==> config.mk <==
export PLATFORM = sky130hd
export DESIGN_NAME = store_check_monitor
export DESIGN_NICKNAME = d
export VERILOG_FILES = /design/src/rtl/store_check_monitor.sv
export SDC_FILE = /design/constraint.sdc
export NUM_CORES = 1
export LEC_CHECK = 0
export BUFFER_PORTS_ARGS = -buffer_cell sky130_fd_sc_hd__buf_2
export CAP_MARGIN = 20
export CORE_AREA = 2 2 191 380
export CTS_CLUSTER_SIZE = 12
export DETAILED_ROUTE_END_ITERATION = 7
export DIE_AREA = 0 0 193 382
export SYNTH_ARGS = -nofsm -noshare
export SYNTH_HDL_FRONTEND = slang
export SYNTH_SLANG_ARGS = --single-unit
export TNS_END_PERCENT = 100
==> constraint.sdc <==
create_clock -name clk -period 4.5 [get_ports clk]
set_input_delay 0.9 -clock clk [delete_from_list [all_inputs] [get_ports clk]]
set_output_delay 0.9 -clock clk [all_outputs]
set_load 0.005 [all_outputs]
==> src/rtl/store_check_monitor.sv <==
// Store-stream checker for the MIPS data-memory write port: compares core stores
// against a loadable {address, data} table and reports sticky pass/fail/timeout.
module store_check_monitor #(
  parameter int WIDTH   = 32,
  parameter int DEPTH   = 8,
  parameter int TIMEOUT = 1000,
  parameter int ORDERED = 1
) (
  input  logic                       clk,
  input  logic                       reset,
  input  logic                       memwrite,
  input  logic [WIDTH-1:0]           dataadr,
  input  logic [WIDTH-1:0]           writedata,
  input  logic                       cfg_we,
  input  logic [$clog2(DEPTH)-1:0]   cfg_idx,
  input  logic [WIDTH-1:0]           cfg_addr,
  input  logic [WIDTH-1:0]           cfg_data,
  input  logic [$clog2(DEPTH):0]     cfg_count,
  input  logic                       ign_en,
  input  logic [WIDTH-1:0]           ign_addr,
  input  logic                       start,
  output logic                       busy,
  output logic                       done,
  output logic                       pass,
  output logic                       fail,
  output logic                       timeout,
  output logic [$clog2(DEPTH)-1:0]   fail_idx,
  output logic [WIDTH-1:0]           fail_addr,
  output logic [WIDTH-1:0]           fail_data,
  output logic [15:0]                store_cnt,
  output logic [15:0]                skip_cnt
);

  localparam int IW = $clog2(DEPTH);
  localparam int CW = IW + 1;

  typedef enum logic [2:0] {S_IDLE, S_RUN, S_PASS, S_FAIL, S_TMO} state_t;

  state_t           r_state;
  state_t           w_next;
  logic [WIDTH-1:0] r_tab_addr [DEPTH];
  logic [WIDTH-1:0] r_tab_data [DEPTH];
  logic [IW-1:0]    r_ptr;
  logic [CW-1:0]    r_count;
  logic [31:0]      r_cyc;
  logic             r_busy, r_done, r_pass, r_fail, r_tmo;
  logic [IW-1:0]    r_fail_idx;
  logic [WIDTH-1:0] r_fail_addr, r_fail_data;
  logic [15:0]      r_store_cnt, r_skip_cnt;

  logic             w_store, w_match, w_last, w_tmo;
  logic [CW-1:0]    w_cnt_lat;

  always_comb begin
    w_store   = memwrite && !(ign_en && (dataadr == ign_addr));
    w_match   = (dataadr == r_tab_addr[r_ptr]) && (writedata == r_tab_data[r_ptr]);
    w_last    = ({1'b0, r_ptr} == (r_count - CW'(1)));
    w_tmo     = (TIMEOUT != 0) && (r_cyc == 32'(TIMEOUT - 1));
    w_cnt_lat = (cfg_count > CW'(DEPTH)) ? CW'(DEPTH) : cfg_count;
  end

  // A store decided on the timeout cycle takes priority over TMO.
  always_comb begin
    w_next = r_state;
    case (r_state)
      S_RUN: begin
        if (w_store && w_match && w_last)
          w_next = S_PASS;
        else if (w_store && !w_match && (ORDERED != 0))
          w_next = S_FAIL;
        else if (w_tmo)
          w_next = S_TMO;
      end
      default: begin
        if (start)
          w_next = (w_cnt_lat == '0) ? S_PASS : S_RUN;
      end
    endcase
  end

  always_ff @(posedge clk) begin
    if (reset) begin
      for (int unsigned i = 0; i < DEPTH; i++) begin
        r_tab_addr[i] <= '0;
        r_tab_data[i] <= '0;
      end
    end else if (r_state == S_IDLE && cfg_we) begin
      r_tab_addr[cfg_idx] <= cfg_addr;
      r_tab_data[cfg_idx] <= cfg_data;
    end
  end

  always_ff @(posedge clk) begin
    if (reset) begin
      r_state     <= S_IDLE;
      r_busy      <= 1'b0;
      r_done      <= 1'b0;
      r_pass      <= 1'b0;
      r_fail      <= 1'b0;
      r_tmo       <= 1'b0;
      r_ptr       <= '0;
      r_count     <= '0;
      r_cyc       <= '0;
      r_fail_idx  <= '0;
      r_fail_addr <= '0;
      r_fail_data <= '0;
      r_store_cnt <= '0;
      r_skip_cnt  <= '0;
    end else begin
      r_state <= w_next;
      r_busy  <= (w_next == S_RUN);
      r_done  <= (w_next == S_PASS) || (w_next == S_FAIL) || (w_next == S_TMO);
      r_pass  <= (w_next == S_PASS);
      r_fail  <= (w_next == S_FAIL);
      r_tmo   <= (w_next == S_TMO);
      if (r_state != S_RUN) begin
        if (start) begin
          r_count     <= w_cnt_lat;
          r_ptr       <= '0;
          r_cyc       <= '0;
          r_store_cnt <= '0;
          r_skip_cnt  <= '0;
          r_fail_idx  <= '0;
          r_fail_addr <= '0;
          r_fail_data <= '0;
        end
      end else begin
        if (r_cyc != '1)
          r_cyc <= r_cyc + 32'd1;
        if (w_store) begin
          if (r_store_cnt != '1)
            r_store_cnt <= r_store_cnt + 16'd1;
          if (w_match) begin
            r_ptr <= r_ptr + IW'(1);
          end else if (ORDERED != 0) begin
            r_fail_idx  <= r_ptr;
            r_fail_addr <= dataadr;
            r_fail_data <= writedata;
          end else if (r_skip_cnt != '1) begin
            r_skip_cnt <= r_skip_cnt + 16'd1;
          end
        end
      end
    end
  end

  assign busy      = r_busy;
  assign done      = r_done;
  assign pass      = r_pass;
  assign fail      = r_fail;
  assign timeout   = r_tmo;
  assign fail_idx  = r_fail_idx;
  assign fail_addr = r_fail_addr;
  assign fail_data = r_fail_data;
  assign store_cnt = r_store_cnt;
  assign skip_cnt  = r_skip_cnt;

endmodule

* After elaboration in Yosys (flattened, before gate mapping)
Memory sizes are Yosys's and may differ from the RTL's. A register that Yosys moved wholly into a read port is not among the register bits.
Index checks and enable logic that the tools add are counted.
** Word-level totals
- Register bits :: 130
- Memory bits (writable) :: 512
- Input bits :: 173
- Output and inout bits :: 104
- Memories kept :: 2
** Memories
- r_tab_addr :: depth 8, bits a word 32, read ports 1, clocked after memory_dff 1, write ports 8, RTL line 41 : logic [WIDTH-1:0] r_tab_addr [DEPTH];
- r_tab_data :: depth 8, bits a word 32, read ports 1, clocked after memory_dff 1, write ports 8, RTL line 42 : logic [WIDTH-1:0] r_tab_data [DEPTH];
** Cells by class
- $add $sub $neg :: 4
- $lt $le $gt $ge :: 1
- Eq/ne operators :: 15
- Muxes and demuxes :: 42
- Reductions and logical operators :: 24
** Operators by type and width (count)
- 32-bit 2-to-1 mux :: 11
- 32-bit equality test :: 3
- 16-bit 2-to-1 mux :: 4
- 32-bit OR reduction :: 2
- 3-bit 2-to-1 mux :: 18
- 32-bit by 1-bit adder with 32-bit output (second input constant) :: 1
- 32-bit by 10-bit equality test with 1-bit output (second input constant) :: 1
- 32-bit != test (second input constant) :: 1
- 16-bit by 1-bit adder with 16-bit output (second input constant) :: 1
- 16-bit != test (second input constant) :: 1
- 3-bit AND reduction :: 3
- 2-bit nonzero test :: 4
- 1-bit logical AND :: 7
- 1-bit 2-to-1 mux :: 7
- 3-bit by 1-bit equality test with 1-bit output (second input constant) :: 2
- 3-bit by 2-bit equality test with 1-bit output (second input constant) :: 2
- 3-bit by 4-bit equality test with 1-bit output :: 1
- 4-bit greater-than comparator (second input constant) :: 1
- 4-bit logical NOT :: 1
- 4-bit 2-to-1 mux :: 1
- 2-bit AND reduction :: 2
- 4-bit by 1-bit subtractor with 4-bit output (second input constant) :: 1
- 3-bit by 1-bit adder with 3-bit output (second input constant) :: 1
- 3-bit equality test (second input constant) :: 1
- other kinds (7) :: 9

* Depth between registers and ports, before layout
- Word-level depth :: 11
- Mapped depth :: 16

* Worst setup path after synthesis
No wires, ideal clock.
- Path kind :: register to register
- From :: reg with a tool-made name
- To :: reg with a tool-made name
- Library setup time :: 0.078 ns
- Data arrival time :: 3.357 ns
- Data required time :: 4.422 ns
- Path slack :: 1.065 ns
- Stages on the path, launching flop included :: 15
- Path through :: dfxtp_1 -> buf_4 -> buf_4 -> buf_2 -> buf_1 -> mux4_2 -> mux2i_1 -> xor2_1 -> nand4_1 -> nor3_1 -> nand4_1 -> or2_1 -> buf_2 -> or4_1 -> a21oi_1

==> impl_metrics.toml <==
[placement]
io_buffer_count = 260
place_inst = 3414
dpl_cell_area_um2 = 32800
estimated_wirelength_of_the_detail_placed_design_um = 61600
gp_routability_congestion = 0.911

[finish]
mostFrequentLayoutCell = "and2_1"
fillcell_total = 6184
multi_input_area_um2 = 11400
seq_area_um2 = 18000
post_route_cells_drive_above_1_share_pct = 21.5
flow.area_growth_from_synthesis_pct = 14.7
most_frequent_cells_in_the_layout = "517 x and2_1, 512 x edfxtp_1, 259 x buf_2"
num-nets-final = 2744
design_area_um2 = 34600
post_layout_nonfiller_instances = 3528

[power]
vdd_drop_max_mv = 0.330
internal_cell_power_mw = 9.57
p_clk_share_pct = 38.8
seq_power_share_pct = 54.0
power_switching_mw = 2.86
power.share.combinational_pct = 7.2
power.density_cell_area_nw_per_um2 = 359
fraction_of_power_spent_switching_nets_pct = 23.0
power.static_leakage_nw = 12.5
post-layout-total-power_mw = 12.4

[synth]
ys.flop_type = "edfxtp_1"
synth_area_um2 = 30100
synthDistinctLibCells = 63
syn_inst = 2320
syn-mean-instance-area_um2 = 13.0
synth-seq-area-share_pct = 59.8
number_of_enable_type_register_cells_in_the_synthesized_netlist = 512
async_flop_share_pct = 0
ys_ff_latch = 645
synthesis.yosys.warnings = 0

[worst_setup_path]
required_ns = 5.03
critical_path_peak_fanout = 30
critPathLaunchType = "register"
r2r_cells = 9
timing.critical_path.arrival_ns = 4.80
end_kind = "register"
criticalPathCategory = "reg -> reg"

[route]
wl_met3_um = 6110
detail_route.wl_per_cell_um = 26.7
detail-route-antenna-nets = 0
routed_via_density = 5.74
wirelength_met1_um = 34700
totalWireLength_um = 94200
routed-via-count = 20300
detailedRoute.firstPassIterationCount = 5
drc_errors = 0
met2_wire_length_um = 49100
maxUsedRoutingLayer = "met5"
dr.first_iter.drc_count = 1421

[timing]
totalNegativeSetupSlack_ns = 0
max-slew-margin-rel_pct = 27.5
clock.fmax_mhz = 234
clock-skew-final_ns = 0.0185
post-route-period-util_pct = 94.9
rsz0062_at_grt = "false"
fin_hold_ws_ns = 0.498
report.final.slew_viol_count = 0
final-hold-violation-count = 0
fin_crit_ns = 4.27
worst-slew-pin-transition_ns = 1.08
count_of_endpoints_failing_setup_in_the_final_report = 0

[worst_hold_path]
holdPathStages = 2
hold_path.class = "reg -> reg"
timing.hold.worst.start = "r_cyc[1]"

[clock_network]
postCtsHoldBufs = 0
clkLatencyLatePin_ns = 0.63
bufs_on_longest_clock_path = 3
numCtsBuffers = 61
post-cts-setup-buffer-count = 0
ctsHtreeMaxLevel = 2
cts_resized = 0
cts_tree = "built"
cts_sinks = 645
clk_pin_slew_worst_paths_ns = 0.06
library_cell_used_as_clock_root_buffer = "clkbuf_16"

[grt]
grt_pass1_vias = 20600
grt_overflow = 0
grt_antenna_before_repair = 17
grt.total_usage_pct = 25.4
grt_first_pass_wirelength_um = 136000
grt_max_degree = 68

[floorplanning]
fp-row-count = 138
core_area_um2 = 70800
horizontal_extent_of_the_die_um = 193
effective_utilization_at_floorplan_pct = 42.6
die-area_um2 = 73700
ios = 277
die_height_um = 382

[status]
outcome = "finished clean"

[job]
maxCapViolations = 0
[worst paths after layout]
| kind | to | slack, ns |
|---|---|---|
| setup / recovery | register | 0.23 |
| hold / removal | r_cyc[1] | 0.50 |
| setup reg to reg | register | 0.23 |
| hold reg to reg | r_cyc[1] | 0.50 |
[metal layers]
metal / GRT usage, % / vias to the layer above
li1: - / 8995
met1: 29.8 / 10200
met2: 45.5 / 869
met3: 3.47 / 219
met4: 11.7 / 12
met5: 0 / -
[metrics by stage]
step	worst slack, ns	utilization (%)
floorplan	1.07	-
finish	0.228	48.9
global placement	0.362	46.3
CTS	0.294	48.8
global route	0.163	48.8
detailed placement	0.329	46.3
[flip-flops by register name, summed over array words and instances, names as in the netlist, named ones only]
name        flops
busy            1
done            1
fail            1
fail_addr      32
fail_data      32
fail_idx        3
pass            1
r_count         4
r_cyc          32
r_ptr           3
r_state         3
r_tab_addr    256
r_tab_data    256
store_cnt      16
timeout         1
[cell type report]
cell class | count | area share, %
inverter | 16 | 0.174
antenna | 9 | 0.0651
clock buffer | 101 | 5.08
clock inverter | 4 | 0.0687
multi-input combinational | 1501 | 32.9
timing repair buffer | 342 | 6.24
sequential | 645 | 52.2
tap | 910 | 3.29
[synthesized netlist by cell type, types with 8 or more instances]
master | instances | share of area, %
and2_1 | 517 | 11
edfxtp_1 | 512 | 51
dfxtp_1 | 133 | 8.8
mux2i_1 | 111 | 3.7
clkbuf_1 | 109 | 1.4
a21oi_1 | 100 | 1.7
nand3_1 | 93 | 1.5
mux4_2 | 88 | 6.6
nor2_1 | 74 | 0.92
xnor2_1 | 74 | 2.2
o211ai_1 | 71 | 1.8
nand2_1 | 41 | 0.51
nand4_1 | 36 | 0.75
buf_4 | 28 | 0.70
xor2_1 | 28 | 0.81
nor4_1 | 25 | 0.52
buf_2 | 22 | 0.37
a22oi_1 | 19 | 0.47
or3_1 | 17 | 0.35
inv_1 | 16 | 0.20
nor3_1 | 16 | 0.27
o21ai_0 | 16 | 0.27
and3_1 | 15 | 0.31
mux2_2 | 14 | 0.52
or2_2 | 14 | 0.29
a22o_1 | 13 | 0.38
buf_1 | 10 | 0.12
nand3b_1 | 10 | 0.25
nand2b_1 | 9 | 0.19
nor2b_1 | 8 | 0.17
[power groups by stage]
stage               clock [mW]  combinational, mW  sequential (mW)
finish                    4.82              0.893             6.71
detailed placement           0              0.889             6.83
global route              5.11              0.951             6.72
global placement             0              0.878             6.82
CTS                       4.91              0.891             6.71
floorplan                    0              0.422             6.81
[critical path, stage by stage (launching register included)]
cell     delay, ns
dfxtp_4       0.76
mux4_2        0.41
mux2i_1       0.37
xnor2_1       0.22
nor4_2        0.63
nand4_1       0.16
or4_4         0.62
or2_2         0.36
or4_1         0.41
a21oi_1       0.22
[cells by family after synthesis]
| family | Yosys count | synth area share [%] |
|---|---|---|
| AOI/OAI and AO/OA | 261 | 5.67 |
| adders and majority gates | 4 | 0.166 |
| other | 1 | 0.0124 |
| DFF | 645 | 59.8 |
| and+or+nand+nor | 905 | 17.7 |
| xor gates and xnor gates | 102 | 2.96 |
| muxes | 213 | 10.8 |
| buffers and inverters | 189 | 2.91 |
Power figures use the tool's default switching activity.
